--- src/rtl/change_dispenser_pkg.sv ---
// -----------------------------------------------------------------------------
// vending_pkg
// Shared definitions for the change dispenser:
//   denom_t      - 2-bit denomination code (0=1, 1=5, 2=10, 3=50)
//   COIN_VAL_*   - face value of each denomination
//   state_t      - dispenser FSM states (IDLE, PROD, DISP, DONE)
//   coin_value() - maps a denomination code to its face value
// -----------------------------------------------------------------------------
package vending_pkg;

  localparam int NUM_DENOM = 4;

  typedef enum logic [1:0] {
    DEN_1  = 2'd0,
    DEN_5  = 2'd1,
    DEN_10 = 2'd2,
    DEN_50 = 2'd3
  } denom_t;

  localparam logic [7:0] COIN_VAL_1  = 8'd1;
  localparam logic [7:0] COIN_VAL_5  = 8'd5;
  localparam logic [7:0] COIN_VAL_10 = 8'd10;
  localparam logic [7:0] COIN_VAL_50 = 8'd50;

  typedef enum logic [1:0] {
    IDLE = 2'd0,
    PROD = 2'd1,
    DISP = 2'd2,
    DONE = 2'd3
  } state_t;

  function automatic logic [7:0] coin_value(input denom_t code);
    logic [7:0] val;
    val = COIN_VAL_1;
    case (code)
      DEN_1:  val = COIN_VAL_1;
      DEN_5:  val = COIN_VAL_5;
      DEN_10: val = COIN_VAL_10;
      DEN_50: val = COIN_VAL_50;
      default: val = COIN_VAL_1;
    endcase
    return val;
  endfunction

endpackage

--- src/rtl/change_dispenser_if.sv ---
// -----------------------------------------------------------------------------
// change_dispenser_if
// Bundles the request, coin-ejector, product-drop and status signals of the
// change dispenser.
//   master : upstream vending stage / ejector side (drives MO, PO, coin_ack,
//            refill; observes everything else)
//   slave  : the dispenser itself
// Signals:
//   MO[7:0]       change amount request      PO[1:0]     product code (0=none)
//   in_ready      dispenser idle             coin_out    denomination code
//   coin_valid    coin_out holds a coin      coin_ack    ejector took the coin
//   prod_out      product to drop            prod_valid  product drop command
//   done          end-of-transaction pulse   err_short   change incomplete pulse
//   refill        reload coin inventory
// -----------------------------------------------------------------------------
interface change_dispenser_if;

  logic [7:0] MO;
  logic [1:0] PO;
  logic       in_ready;
  logic [1:0] coin_out;
  logic       coin_valid;
  logic       coin_ack;
  logic [1:0] prod_out;
  logic       prod_valid;
  logic       done;
  logic       err_short;
  logic       refill;

  modport master (
    output MO, PO, coin_ack, refill,
    input  in_ready, coin_out, coin_valid, prod_out, prod_valid, done, err_short
  );

  modport slave (
    input  MO, PO, coin_ack, refill,
    output in_ready, coin_out, coin_valid, prod_out, prod_valid, done, err_short
  );

endinterface

--- src/rtl/change_dispenser_coin_select.sv ---
// -----------------------------------------------------------------------------
// coin_select
// Purely combinational greedy denomination picker: returns the largest
// available denomination whose value does not exceed the remaining amount.
// Ports:
//   i_remaining[7:0] - amount still owed
//   i_avail[3:0]     - availability mask, bit index = denomination code
//   o_code           - selected denomination
//   o_valid          - a denomination could be selected
// -----------------------------------------------------------------------------
module coin_select
  import vending_pkg::*;
(
  input  logic [7:0] i_remaining,
  input  logic [3:0] i_avail,
  output denom_t     o_code,
  output logic       o_valid
);

  logic [3:0] w_fit;

  generate
    for (genvar gi = 0; gi < NUM_DENOM; gi++) begin : g_fit
      localparam logic [1:0] CODE = 2'(gi);
      assign w_fit[gi] = i_avail[gi] && (i_remaining >= coin_value(denom_t'(CODE)));
    end
  endgenerate

  // Highest denomination wins; remaining==0 never fits since every value >= 1.
  always_comb begin
    o_code  = DEN_1;
    o_valid = 1'b0;
    if (w_fit[3]) begin
      o_code  = DEN_50;
      o_valid = 1'b1;
    end else if (w_fit[2]) begin
      o_code  = DEN_10;
      o_valid = 1'b1;
    end else if (w_fit[1]) begin
      o_code  = DEN_5;
      o_valid = 1'b1;
    end else if (w_fit[0]) begin
      o_code  = DEN_1;
      o_valid = 1'b1;
    end
  end

endmodule

--- src/rtl/change_dispenser.sv ---
// -----------------------------------------------------------------------------
// change_dispenser
// Accepts a (change amount, product) request, issues a one-cycle product drop
// command, then ejects coins greedily (50/10/5/1) with a valid/ack handshake,
// and finishes with a one-cycle done pulse.
// Parameters:
//   INIT_COINS - coins per denomination loaded at reset / refill
//   MAX_AMT    - largest accepted change amount; larger requests are clamped
// Ports:
//   clk - clock (rising edge)
//   rst - asynchronous active-high reset
//   bus - change_dispenser_if.slave (request, coin, product and status signals)
// Build option:
//   CHANGE_INVENTORY_EN - when defined, per-denomination coin counters limit
//                         availability, err_short reports incomplete change and
//                         refill (in IDLE only) reloads the counters. When not
//                         defined, every denomination is always available,
//                         err_short stays 0 and refill is ignored.
// -----------------------------------------------------------------------------
module change_dispenser
  import vending_pkg::*;
#(
  parameter int unsigned INIT_COINS = 8,
  parameter int unsigned MAX_AMT    = 255
) (
  input  logic               clk,
  input  logic               rst,
  change_dispenser_if.slave  bus
);

  localparam logic [7:0] AMT_LIMIT = (MAX_AMT > 255) ? 8'd255 : 8'(MAX_AMT);

  state_t     r_state;
  state_t     w_state_next;
  logic [7:0] r_remaining;
  logic [1:0] r_prod;
  logic       r_short;

  logic [3:0] w_avail;
  denom_t     w_sel_code;
  logic       w_sel_valid;
  logic       w_start;
  logic [7:0] w_amt;
  logic       w_coin_valid;
  logic       w_ack;
  logic [7:0] w_coin_val;
  logic [7:0] w_rem_after;
  logic       w_stuck;

  assign w_start      = (r_state == IDLE) && ((bus.MO != 8'd0) || (bus.PO != 2'd0));
  assign w_amt        = (bus.MO > AMT_LIMIT) ? AMT_LIMIT : bus.MO;
  assign w_coin_valid = (r_state == DISP) && w_sel_valid;
  // coin_ack only counts while a coin is actually offered.
  assign w_ack        = w_coin_valid && bus.coin_ack;
  assign w_coin_val   = coin_value(w_sel_code);
  // Selected value never exceeds r_remaining, so this cannot wrap.
  assign w_rem_after  = r_remaining - w_coin_val;
  // Something still owed but nothing in stock can pay any part of it.
  assign w_stuck      = (r_state == DISP) && (r_remaining != 8'd0) && !w_sel_valid;

  coin_select u_coin_select (
    .i_remaining (r_remaining),
    .i_avail     (w_avail),
    .o_code      (w_sel_code),
    .o_valid     (w_sel_valid)
  );

`ifdef CHANGE_INVENTORY_EN
  localparam int CNT_W = (INIT_COINS < 2) ? 1 : $clog2(INIT_COINS + 1);
  localparam logic [CNT_W-1:0] CNT_INIT = CNT_W'(INIT_COINS);

  generate
    for (genvar gi = 0; gi < NUM_DENOM; gi++) begin : g_inv
      localparam logic [1:0] CODE = 2'(gi);
      logic [CNT_W-1:0] r_count;

      always_ff @(posedge clk or posedge rst) begin
        if (rst) begin
          r_count <= CNT_INIT;
        end else if ((r_state == IDLE) && bus.refill) begin
          r_count <= CNT_INIT;
        end else if (w_ack && (w_sel_code == denom_t'(CODE))) begin
          r_count <= r_count - 1'b1;
        end
      end

      assign w_avail[gi] = (r_count != '0);
    end
  endgenerate
`else
  logic [1:0] w_unused;
  assign w_unused = {bus.refill, (INIT_COINS != 0)};
  assign w_avail  = 4'b1111;
`endif

  // State register
  always_ff @(posedge clk or posedge rst) begin
    if (rst) begin
      r_state <= IDLE;
    end else begin
      r_state <= w_state_next;
    end
  end

  // Next-state logic
  always_comb begin
    w_state_next = r_state;
    case (r_state)
      IDLE: begin
        if (w_start) begin
          w_state_next = (bus.PO != 2'd0) ? PROD : DISP;
        end
      end
      PROD: w_state_next = DISP;
      DISP: begin
        if (r_remaining == 8'd0) begin
          w_state_next = DONE;
        end else if (!w_sel_valid) begin
          w_state_next = DONE;
        end else if (w_ack && (w_rem_after == 8'd0)) begin
          w_state_next = DONE;
        end
      end
      DONE: w_state_next = IDLE;
      default: w_state_next = IDLE;
    endcase
  end

  // Transaction datapath
  always_ff @(posedge clk or posedge rst) begin
    if (rst) begin
      r_remaining <= 8'd0;
      r_prod      <= 2'd0;
      r_short     <= 1'b0;
    end else begin
      if (w_start) begin
        r_remaining <= w_amt;
        r_prod      <= bus.PO;
        r_short     <= 1'b0;
      end else if (w_stuck) begin
        // Remainder is discarded; the shortfall is reported with done.
        r_remaining <= 8'd0;
        r_short     <= 1'b1;
      end else if (w_ack) begin
        r_remaining <= w_rem_after;
      end
    end
  end

  // Outputs
  always_comb begin
    bus.in_ready   = (r_state == IDLE);
    bus.prod_valid = (r_state == PROD);
    bus.prod_out   = (r_state == PROD) ? r_prod : 2'd0;
    bus.coin_valid = w_coin_valid;
    bus.coin_out   = w_coin_valid ? w_sel_code : 2'd0;
    bus.done       = (r_state == DONE);
    bus.err_short  = (r_state == DONE) && r_short;
  end

endmodule

--- src/flat_wrapper.sv ---
// flat-port wrapper written by rule: the top's interface ports become plain ports
module change_dispenser_flat import vending_pkg::*;
#(
  parameter int unsigned INIT_COINS = 8,
  parameter int unsigned MAX_AMT    = 255
)
  (clk, rst, bus_MO, bus_PO, bus_coin_ack, bus_refill, bus_in_ready, bus_coin_out, bus_coin_valid, bus_prod_out, bus_prod_valid, bus_done, bus_err_short);
  change_dispenser_if bus_i ();
  input  logic clk;
  input  logic rst;
  input wire logic [$bits(bus_i.MO)-1:0] bus_MO;
  input wire logic [$bits(bus_i.PO)-1:0] bus_PO;
  input wire logic [$bits(bus_i.coin_ack)-1:0] bus_coin_ack;
  input wire logic [$bits(bus_i.refill)-1:0] bus_refill;
  output wire logic [$bits(bus_i.in_ready)-1:0] bus_in_ready;
  output wire logic [$bits(bus_i.coin_out)-1:0] bus_coin_out;
  output wire logic [$bits(bus_i.coin_valid)-1:0] bus_coin_valid;
  output wire logic [$bits(bus_i.prod_out)-1:0] bus_prod_out;
  output wire logic [$bits(bus_i.prod_valid)-1:0] bus_prod_valid;
  output wire logic [$bits(bus_i.done)-1:0] bus_done;
  output wire logic [$bits(bus_i.err_short)-1:0] bus_err_short;
  assign bus_i.MO = bus_MO;
  assign bus_i.PO = bus_PO;
  assign bus_i.coin_ack = bus_coin_ack;
  assign bus_i.refill = bus_refill;
  assign bus_in_ready = bus_i.in_ready;
  assign bus_coin_out = bus_i.coin_out;
  assign bus_coin_valid = bus_i.coin_valid;
  assign bus_prod_out = bus_i.prod_out;
  assign bus_prod_valid = bus_i.prod_valid;
  assign bus_done = bus_i.done;
  assign bus_err_short = bus_i.err_short;
  change_dispenser #(.INIT_COINS(INIT_COINS), .MAX_AMT(MAX_AMT)) u_core (.clk(clk), .rst(rst), .bus(bus_i));
endmodule
--- config.mk ---
export PLATFORM = sky130hd
export DESIGN_NAME = change_dispenser_flat
export DESIGN_NICKNAME = d
export VERILOG_FILES = /design/src/rtl/change_dispenser_pkg.sv /design/src/rtl/change_dispenser_if.sv /design/src/rtl/change_dispenser_coin_select.sv /design/src/rtl/change_dispenser.sv /design/src/flat_wrapper.sv
export SDC_FILE = /design/constraint.sdc
export NUM_CORES = 1
export LEC_CHECK = 0
export CORE_MARGIN = 8
export CORE_UTILIZATION = 45
export DETAILED_ROUTE_END_ITERATION = 8
export PLACE_DENSITY = 0.79
export SETUP_SLACK_MARGIN = 0.2
export SLEW_MARGIN = 0
export SYNTH_ARGS = -nofsm -noshare
export SYNTH_HDL_FRONTEND = slang
export SYNTH_HIERARCHICAL = 1
export SYNTH_SLANG_ARGS = --single-unit
export TNS_END_PERCENT = 5
--- constraint.sdc ---
create_clock -name clk -period 3.1 [get_ports clk]
set_input_delay 0.62 -clock clk [delete_from_list [all_inputs] [get_ports clk]]
set_output_delay 0.62 -clock clk [all_outputs]
set_load 0.05 [all_outputs]
==> results of run 1 <==
cell usage in the layout (no fill, tap or decap), types with 2 or more instances in the layout:
cell type / instances
and2_1: 3
dfrtp_1: 13
o21a_1: 5
inv_1: 7
xor2_1: 3
a21oi_1: 8
mux2i_1: 3
o31a_1: 2
conb_1: 7
clkbuf_4: 3
nand3_1: 3
a21oi_2: 2
nand4_1: 2
o211ai_1: 3
nor4_1: 4
buf_4: 21
and3_1: 2
ha_1: 10
nor2_1: 17
clkdlybuf4s50_1: 18
a22oi_1: 2
o21ai_0: 4
xnor2_1: 2
nand2_1: 21
flip-flops by register name, summed over array words and instances (netlist names):
register,flops
u_core/r_prod,2
u_core/r_state,2
u_core/r_short,1
u_core/r_remaining,8
cells by family after synthesis:
group | count (synthesis) | synth area share
fa+ha+maj | 12 | 0.1278
xor+xnor | 5 | 0.03550
compound gates | 42 | 0.2495
buf+inv | 9 | 0.02738
mux | 5 | 0.04564
flops | 13 | 0.2637
simple gates | 62 | 0.2474
other cells | 1 | 0.003040
worst min-delay path by stage:
stage | startpoint | to | slack [ns]
after detailed placement | u_core/r_prod[1]$_DFFE_PP0P_ | u_core/r_prod[1]$_DFFE_PP0P_ | 0.46
after global placement | u_core/r_prod[1]$_DFFE_PP0P_ | u_core/r_prod[1]$_DFFE_PP0P_ | 0.46
after CTS | u_core/r_prod[1]$_DFFE_PP0P_ | u_core/r_prod[1]$_DFFE_PP0P_ | 0.48
final | u_core/r_prod[1]$_DFFE_PP0P_ | u_core/r_prod[1]$_DFFE_PP0P_ | 0.48
after global routing | u_core/r_prod[1]$_DFFE_PP0P_ | u_core/r_prod[1]$_DFFE_PP0P_ | 0.52
after floorplan | u_core/r_prod[0]$_DFFE_PP0P_ | u_core/r_prod[0]$_DFFE_PP0P_ | 0.44
final cells by class:
| type | count | area (um^2) |
|---|---|---|
| multi-input cells | 133 | 965.9 |
| fillers | 233 | 960.9 |
| repair buffers | 39 | 337.8 |
| flip-flops and latches | 13 | 325.3 |
| well taps | 31 | 38.79 |
| inverters | 8 | 30.03 |
| clock buffers | 3 | 22.52 |
| clock inverters | 1 | 5.005 |
critical path: cells and delay by family (launching register included):
kind / cells / cell delay, ns
simple gates: 2 / 0.66
mux: 1 / 0.32
buf+inv: 2 / 0.15
xor+xnor: 1 / 0.16
flops: 1 / 0.40
fa+ha+maj: 2 / 0.48
compound gates: 5 / 0.96
layer usage:
metal / global-route usage / wire length, um / vias to the layer above
met1: 0.1981 / 1549 / 605
met5: 0 / 0 / -
met2: 0.2860 / 1686 / 59
met4: 0.06905 / 95 / 0
li1: - / - / 629
met3: 0.03928 / 244 / 12
stage by stage:
stage                     utilization  setup TNS [ns]  setup slack, ns  hold slack (ns)  cell area, um^2
after CTS                      0.6265         -0.1427         -0.07469           0.4805             1683
after detailed placement       0.6134         -0.1466         -0.07756           0.4600             1648
after global routing           0.6423         -0.6028          -0.2866           0.5221             1725
after floorplan                     -               0          0.03721           0.4374             1313
final                          0.6423         -0.2729          -0.1402           0.4787             1725
after global placement         0.6134       -0.003300        -0.003300           0.4609             1648
what timing repair did:
action | 4_1_cts | 5_1_grt
pin swaps | 1 | 6
setup endpoints to repair | 2 | 11
setup buffers | 1 | 4
resized for setup | 0 | 4
endpoints found under the hold margin | 0 | 0
==> qor.csv, run 1 <==
stage,metric,value,unit
synthesis,Synth top area share,0.2637,
cts,H-tree Lvls,1,
place,Placer Congestion,0.9355,
synthesis,Synth top cells by count,"nand2_1, nor2_1, dfrtp_1, ha_1, a21oi_1",
cts,Root Buffer,clkbuf_4,
layout,Area growth syn-to-layout,39.86,%
critical_path,Crit Path Max Fanout,4,
synthesis,"flops & latches, synth",13,
timing,max-slew violations,0,
routing,via count,1305,
routing,final wirelength,3.576,mm
die,Die Ht,68.36,um
timing,Final Setup Violations,2,
synthesis,Cells after Synth,149,
cts,clk buf depth,2,
synthesis,"count leader, synth",nand2_1,
critical_path,crit-path cells,or4_4 -> o21ai_4 -> nand2_2 -> inv_2 -> ha_1 -> inv_1 -> fa_2 -> a211o_1 -> o211ai_1 -> a21oi_2 -> xor2_1 -> a41oi_2 -> mux2_4,
place,DP Wirelength,2.834,mm
cts,Clock Latency Late Sink,0.28,ns
synthesis,"Seq/Total Area, Yosys",0.2637,
timing,Final Skew,0.002784,ns
place,Port Buffers,21,
synthesis,post-synth top area cell,dfrtp_1,
global_route,initial antenna violation count,0,
layout,final net count,224,
run_status,outcome,"complete, but fails checks",
routing,Detailed Routing Iterations Pass 1,4,
global_route,first-pass GRT wire length,6.044,mm
critical_path,reg2reg end,u_core/r_state[0]$_DFFE_PP0P_,
timing,Least-Margin Pin Slew,0.5293,ns
timing,Fin. Hold Viols,0,
global_route,largest net degree at the start of global routing,17,
global_route,GRT Total Usage,0.1680,
die,Initial Utilization,0.4592,
critical_path,crit end category,flip-flop,
critical_path,Critical Path End,u_core/r_state[0]$_DFFE_PP0P_,
place,DP Cell Count,219,
synthesis,"EDFF count, synth",0,
run_status,failing checks,negative setup slack,
job,MaxCap Viol Count,0,
routing,post-route DRC violation count,0,
synthesis,dominant cells by area after synthesis,"dfrtp_1, ha_1, nand2_1",
timing,Final period util,1.045,
timing,final worst setup slack,-0.1402,ns
die,FP Rows,19,
cts,clk slew on worst S/H paths,0.08,ns
die,Die ar.,4673,um^2
timing,Slew HR,0.6460,
critical_path,Worst EP required,3.27,ns
critical_path,"slowest stage delay, CP",0.56,ns
routing,1st-iter DRT viols,90,
routing,via/cell ratio,5.724,
critical_path,cells on worst reg2reg path,13,
critical_path,Setup crit start kind,flip-flop,
worst_hold_path,Worst Hold Depth,2,
layout,Antenna diodes,0,
synthesis,"Async S/R FF share, synth",1.000,
cts,Sink Count,13,
routing,wire per inst,15.68,um
timing,final worst path period need,3.240,ns
critical_path,CP Class,flip-flop to flip-flop,
global_route,vias in the first global route,1361,
synthesis,Netlist Area Pre-Place,1234,um^2
die,die width,68.36,um
synthesis,"Top FF cell, synth",dfrtp_1,
synthesis,Netlist cell types,43,
timing,RSZ-0062 raised after global routing,yes,
die,I/O pin total,23,
layout,Post-Layout Cell Count,228,
die,core area,2686,um^2
timing,Fmax,0.3086,GHz
cts,TritonCTS clock tree,yes,
critical_path,CP max-delay cell,or4_4,
critical_path,CP startpoint,u_core/r_remaining[5]$_DFFE_PP0P_,
cts,# hold bufs at CTS,0,
synthesis,Syn. warnings,6,
critical_path,CP arrival,3.41,ns
synthesis,Syn Area/Cell,8.280,um^2
layout,fraction of layout cells with a size suffix above 1,0.2386,
global_route,global route overflow,0,
cts,CTS Buf Count,3,
critical_path,reg-to-reg startpoint,u_core/r_remaining[5]$_DFFE_PP0P_,
worst_hold_path,Hold WC Path Type,flip-flop to flip-flop,
critical_path,FF-to-FF setup slack,-0.14,ns
routing,remaining antenna violation count,0,
Power of run 1 is not shown: default switching activity piles up to over one toggle a cycle in this logic, so the estimate is an artifact.
==> inputs of run 2 (changes only) <==
--- a/config.mk
+++ b/config.mk
@@ -5,7 +5,6 @@
 export SDC_FILE = /design/constraint.sdc
 export NUM_CORES = 1
 export LEC_CHECK = 0
-export CORE_MARGIN = 8
 export CORE_UTILIZATION = 45
 export DETAILED_ROUTE_END_ITERATION = 8
 export PLACE_DENSITY = 0.79
==> run 2 against run 1 <==
  * The flow still finishes with violations (negative setup slack)
  * Sequential share of layout area increased by 0.62 points
  * Hold slack improved by 0.018 ns
  * Via count decreased by 6.4%
  * Flip-flop and latch count unchanged
  * First-iteration DRC count decreased by 51%
  * Worst setup slack improved by 0.053 ns
  * Register-to-register slack improved by 0.05 ns
  * Final area decreased by 3.2%
  * Die area decreased by 37%
  * Non-clock buffer count decreased by 6
  * Critical path type unchanged
==> qor.csv, run 2 (synthesis gave the netlist of run 1 again) <==
stage,metric,value,unit
run_status,outcome,"complete, but fails checks",
run_status,failing checks,negative setup slack,
layout,# fillers,211,
routing,wire per inst,13.63,um
place,Placer Congestion,0.9433,
timing,max-slew violations,0,
critical_path,FF-to-FF setup slack,-0.09,ns
cts,TritonCTS clock tree,yes,
critical_path,reg-to-reg startpoint,u_core/r_remaining[4]$_DFFE_PP0P_,
die,FP Rows,18,
layout,final net count,218,
routing,1st-iter DRT viols,44,
layout,Antenna diodes,0,
routing,final wirelength,3.012,mm
layout,Post-Route Utilization,0.6563,
critical_path,Worst EP required,3.25,ns
global_route,met2 usage,0.3882,
die,Die ar.,2955,um^2
cts,Sink Count,13,
layout,max reg flops,8,
die,core area,2545,um^2
global_route,grt peak-use layer,met2,
critical_path,Crit Path Max Fanout,4,
worst_hold_path,Min-Delay Endpoint,u_core/r_prod[1]$_DFFE_PP0P_,
timing,Fmax,0.3138,GHz
critical_path,CP Class,flip-flop to flip-flop,
cts,H-tree Lvls,1,
cts,# hold bufs at CTS,0,
critical_path,cells on worst reg2reg path,13,
layout,"commonest non-fill, non-tap cell in the layout",nand2_1,
timing,Slew HR,0.6620,
worst_hold_path,Hold WC Path Type,flip-flop to flip-flop,
global_route,first-pass GRT wire length,5.147,mm
cts,clk buf depth,2,
timing,Fin. Hold Viols,0,
timing,Least-Margin Pin Slew,0.5054,ns
global_route,met3 usage,0.02500,
global_route,met1 Use GR,0.3220,
die,die width,54.36,um
die,Die Ht,54.36,um
timing,Final Skew,0.005381,ns
layout,Reg with most FFs,u_core/r_remaining,
timing,final worst path period need,3.187,ns
place,Port Buffers,21,
critical_path,reg2reg end,u_core/r_state[0]$_DFFE_PP0P_,
critical_path,CP arrival,3.34,ns
die,Initial Utilization,0.4848,
die,I/O pin total,23,
global_route,GRT Total Usage,0.2436,
job,MaxCap Viol Count,0,
global_route,vias in the first global route,1159,
timing,final worst setup slack,-0.08683,ns
routing,post-route DRC violation count,0,
worst_hold_path,min-delay src,u_core/r_prod[1]$_DFFE_PP0P_,
layout,leading registers by flop count,"u_core/r_remaining (8), u_core/r_prod (2), u_core/r_state (2)",
timing,Final period util,1.028,
global_route,largest net degree at the start of global routing,17,
critical_path,Setup crit start kind,flip-flop,
cts,CTS Buf Count,3,
layout,fraction of layout cells with a size suffix above 1,0.2042,
critical_path,crit end category,flip-flop,
global_route,initial antenna violation count,0,
layout,Area growth syn-to-layout,35.40,%
routing,remaining antenna violation count,0,
global_route,global route overflow,0,
cts,Clock Latency Late Sink,0.27,ns
routing,Detailed Routing Iterations Pass 1,4,
routing,via count,1221,
place,DP Wirelength,2.474,mm
timing,Final Setup Violations,2,
cts,clk slew on worst S/H paths,0.07,ns
cts,Root Buffer,clkbuf_4,
worst_hold_path,Worst Hold Depth,2,
timing,RSZ-0062 raised after global routing,yes,
routing,via/cell ratio,5.525,
layout,most frequent cells in the layout,"nand2_1, clkdlybuf4s50_1, nor2_1",
[run 2: cell types whose count changed in the layout (fill, tap and decap cells not counted)]
cell,change
buf_4,-6
nor2_4,-1
clkbuf_1,+1
clkinv_2,-1
nor2_1,+1
[run 2: layout make-up]
type                       instances  area (um^2)  area share
multi-input combinational        133        958.4      0.5738
timing repair buffer              33        292.8      0.1753
tap                               30        37.54     0.02247
inverter                           8        30.03     0.01798
clock buffer                       4        26.28     0.01573
sequential                        13        325.3      0.1948
[run 2: worst max-delay path, stage by stage, from the launching register on]
cell and delay, ns:
dfrtp_1 0.38, or4_4 0.58, o21ai_4 0.17, nand2_2 0.10, inv_2 0.10, ha_1 0.14
inv_1 0.05, fa_2 0.35, a211o_1 0.29, o21ai_1 0.11, xnor2_1 0.19, a211oi_2 0.07
a41oi_2 0.23, mux2_4 0.32
[run 2: how the worst max path moves through the flow]
| stage | from | to | slack, ns | depth (start not counted) |
|---|---|---|---|---|
| final | u_core/r_remaining[4]$_DFFE_PP0P_ | u_core/r_state[0]$_DFFE_PP0P_ | -0.09 | 13 |
| after global routing | u_core/r_remaining[4]$_DFFE_PP0P_ | u_core/r_state[0]$_DFFE_PP0P_ | -0.20 | 13 |
| after CTS | u_core/r_remaining[4]$_DFFE_PP0P_ | u_core/r_state[0]$_DFFE_PP0P_ | -0.07 | 13 |
| after detailed placement | u_core/r_remaining[4]$_DFFE_PP0P_ | u_core/r_state[0]$_DFFE_PP0P_ | -0.05 | 13 |
| after global placement | u_core/r_remaining[4]$_DFFE_PP0P_ | u_core/r_state[0]$_DFFE_PP0P_ | -0.01 | 13 |
| after floorplan | u_core/r_remaining[4]$_DFFE_PP0P_ | u_core/r_state[0]$_DFFE_PP0P_ | 0.04 | 13 |
[run 2: repair_timing]
item                       CTS  global route
pin swaps                    1             5
buffers inserted             0             0
gates resized for setup      0             2
hold endpoints to repair     0             0
gates cloned                 0             0
setup endpoints to repair    2             9
[run 2: per-stage QoR]
stage	TNS [ns]	area [um^2]	worst slack, ns	hold slack, ns	std cells
6_report	-0.1277	1670	-0.08683	0.4967	221
5_1_grt	-0.3692	1670	-0.1964	0.5466	221
2_1_floorplan	0	1313	0.03721	0.4374	155
3_3_place_gp	-0.01106	1639	-0.01106	0.4642	217
3_5_place_dp	-0.06125	1639	-0.05294	0.4714	217
4_1_cts	-0.1003	1665	-0.06949	0.4938	221
[run 2: metal layers]
layer  share of wire  vias to the layer above  wire (um)
met5               0                        -          0
met4           0.025                        0         74
met3           0.052                        8        158
met2            0.47                       54       1408
met1            0.45                      538       1370
li1                -                      621          -
Power of run 2 is left out for the same reason.
==> inputs of run 3 (changes only) <==
--- a/config.mk
+++ b/config.mk
@@ -5,9 +5,9 @@
 export SDC_FILE = /design/constraint.sdc
 export NUM_CORES = 1
 export LEC_CHECK = 0
-export CORE_UTILIZATION = 45
+export CORE_UTILIZATION = 47
 export DETAILED_ROUTE_END_ITERATION = 8
-export PLACE_DENSITY = 0.79
+export PLACE_DENSITY = 0.82
 export SETUP_SLACK_MARGIN = 0.2
 export SLEW_MARGIN = 0
 export SYNTH_ARGS = -nofsm -noshare
==> run 3 against run 2 <==
  * Count of clock-buffer cells in the layout did not move
  * Worst setup slack got worse by 0.014 ns
  * Clock skew fell by 0.0046 ns
  * Highest routed layer unchanged
  * The flow still finishes with violations (negative setup slack)
  * Global-route usage rose by 5.7 points
  * Final area rose by 6.4%
  * Hold slack got worse by 0.0020 ns
==> qor.csv, run 3 (synthesis gave the netlist of run 1 again) <==
stage,metric,value,unit
run_status,outcome,"complete, but fails checks",
run_status,failing checks,negative setup slack,
layout,"commonest non-fill, non-tap cell in the layout",buf_4,
critical_path,Crit Path Max Fanout,4,
critical_path,CP Class,flip-flop to flip-flop,
layout,leading registers by flop count,"u_core/r_remaining (8), u_core/r_prod (2), u_core/r_state (2)",
place,Port Buffers,21,
routing,1st-iter DRT viols,95,
layout,Reg with most FFs,u_core/r_remaining,
die,core area,2477,um^2
cts,# hold bufs at CTS,0,
place,DP Cell Count,223,
layout,fraction of layout cells with a size suffix above 1,0.2677,
die,Die Ht,53.24,um
place,DP Wirelength,2.933,mm
cts,TritonCTS clock tree,yes,
critical_path,cells on worst reg2reg path,13,
timing,Least-Margin Pin Slew,0.5131,ns
layout,final net count,225,
cts,CTS Buf Count,3,
timing,RSZ-0062 raised after global routing,yes,
die,Initial Utilization,0.4980,
layout,Area growth syn-to-layout,44.02,%
global_route,largest net degree at the start of global routing,16,
global_route,initial antenna violation count,0,
layout,Post-Route Utilization,0.7172,
routing,remaining antenna violation count,0,
timing,Fin. Hold Viols,0,
routing,via count,1341,
timing,Final Setup Violations,2,
layout,Antenna diodes,0,
layout,area of the multi-input gates,1012,um^2
global_route,global route overflow,0,
die,Die ar.,2834,um^2
global_route,GRT Total Usage,0.3007,
timing,final worst path period need,3.200,ns
die,I/O pin total,23,
worst_hold_path,Worst Hold Depth,2,
die,FP Rows,18,
layout,Post-Layout Cell Count,228,
timing,Final Skew,0.0007819,ns
layout,most frequent cells in the layout,"buf_4, nand2_1, clkdlybuf4s50_1",
critical_path,CP arrival,3.37,ns
critical_path,Worst EP required,3.27,ns
routing,final wirelength,3.774,mm
routing,Detailed Routing Iterations Pass 1,5,
cts,Sink Count,13,
cts,Clock Latency Late Sink,0.28,ns
timing,Final period util,1.032,
routing,via/cell ratio,5.882,
routing,post-route DRC violation count,0,
global_route,vias in the first global route,1366,
timing,Fmax,0.3125,GHz
critical_path,crit end category,flip-flop,
layout,max reg flops,8,
global_route,first-pass GRT wire length,6.120,mm
cts,H-tree Lvls,1,
timing,Slew HR,0.6569,
timing,max-slew violations,0,
job,MaxCap Viol Count,0,
routing,wire per inst,16.55,um
layout,# fillers,189,
critical_path,Setup crit start kind,flip-flop,
timing,final worst setup slack,-0.1004,ns
cts,clk buf depth,2,
worst_hold_path,Hold WC Path Type,flip-flop to flip-flop,
die,die width,53.24,um
cts,Root Buffer,clkbuf_4,
layout,Register Area,325.3,um^2
place,Placer Congestion,0.8603,
cts,clk slew on worst S/H paths,0.08,ns
run 3: metal layers:
layer / vias up / track usage / routed length (um)
met5: - / 0 / 0
met3: 11 / 0.04310 / 285
li1: 630 / - / -
met4: 0 / 0.1404 / 104
met1: 618 / 0.3539 / 1527
met2: 82 / 0.5271 / 1856
run 3: through the flow:
stage	worst slack [ns]	cell area (um^2)	setup TNS, ns	hold WS [ns]
after floorplan	0.03721	1313	0	0.4374
after global placement	-0.03159	1684	-0.03159	0.4529
after detailed placement	-0.09271	1684	-0.1676	0.4696
after CTS	-0.09228	1722	-0.1696	0.4945
after global routing	-0.1992	1777	-0.3888	0.5267
final	-0.1004	1777	-0.1764	0.4947
run 3: path summary, 6_finish.rpt:
kind	startpoint	end	slack [ns]
worst min-delay path	u_core/r_prod[0]$_DFFE_PP0P_	u_core/r_prod[0]$_DFFE_PP0P_	0.49
worst min register to register	u_core/r_prod[0]$_DFFE_PP0P_	u_core/r_prod[0]$_DFFE_PP0P_	0.49
worst max-delay path	u_core/r_remaining[4]$_DFFE_PP0P_	u_core/r_state[0]$_DFFE_PP0P_	-0.10
max in group asynchronous	rst	u_core/r_remaining[5]$_DFFE_PP0P_	2.09
worst max register to register	u_core/r_remaining[4]$_DFFE_PP0P_	u_core/r_state[0]$_DFFE_PP0P_	-0.10
min in group asynchronous	rst	u_core/r_short$_DFFE_PP0P_	0.67
run 3: critical path, cell delays in order (launching register included):
cell and delay (ns):
dfrtp_1 0.38, or4_4 0.58, o21ai_4 0.17, nand2_2 0.10, inv_2 0.08, ha_1 0.14, inv_1 0.05, fa_2 0.34
a211o_1 0.29, o211ai_1 0.12, a21oi_2 0.11, xor2_1 0.17, a41oi_2 0.22, mux2_4 0.32
run 3: layout make-up:
type                    count  share of cell area
multi-input cells         133              0.5697
well taps                  30             0.02113
clock buffers               4             0.01479
flip-flops and latches     13              0.1831
repair buffers             40              0.1944
inverters                   8             0.01690
run 3: what timing repair did:
item,4_1_cts,5_1_grt
setup endpoints to repair,4,10
pin swaps,3,6
gates resized for setup,3,10
setup buffers,0,1
Power of run 3 is left out for the same reason.
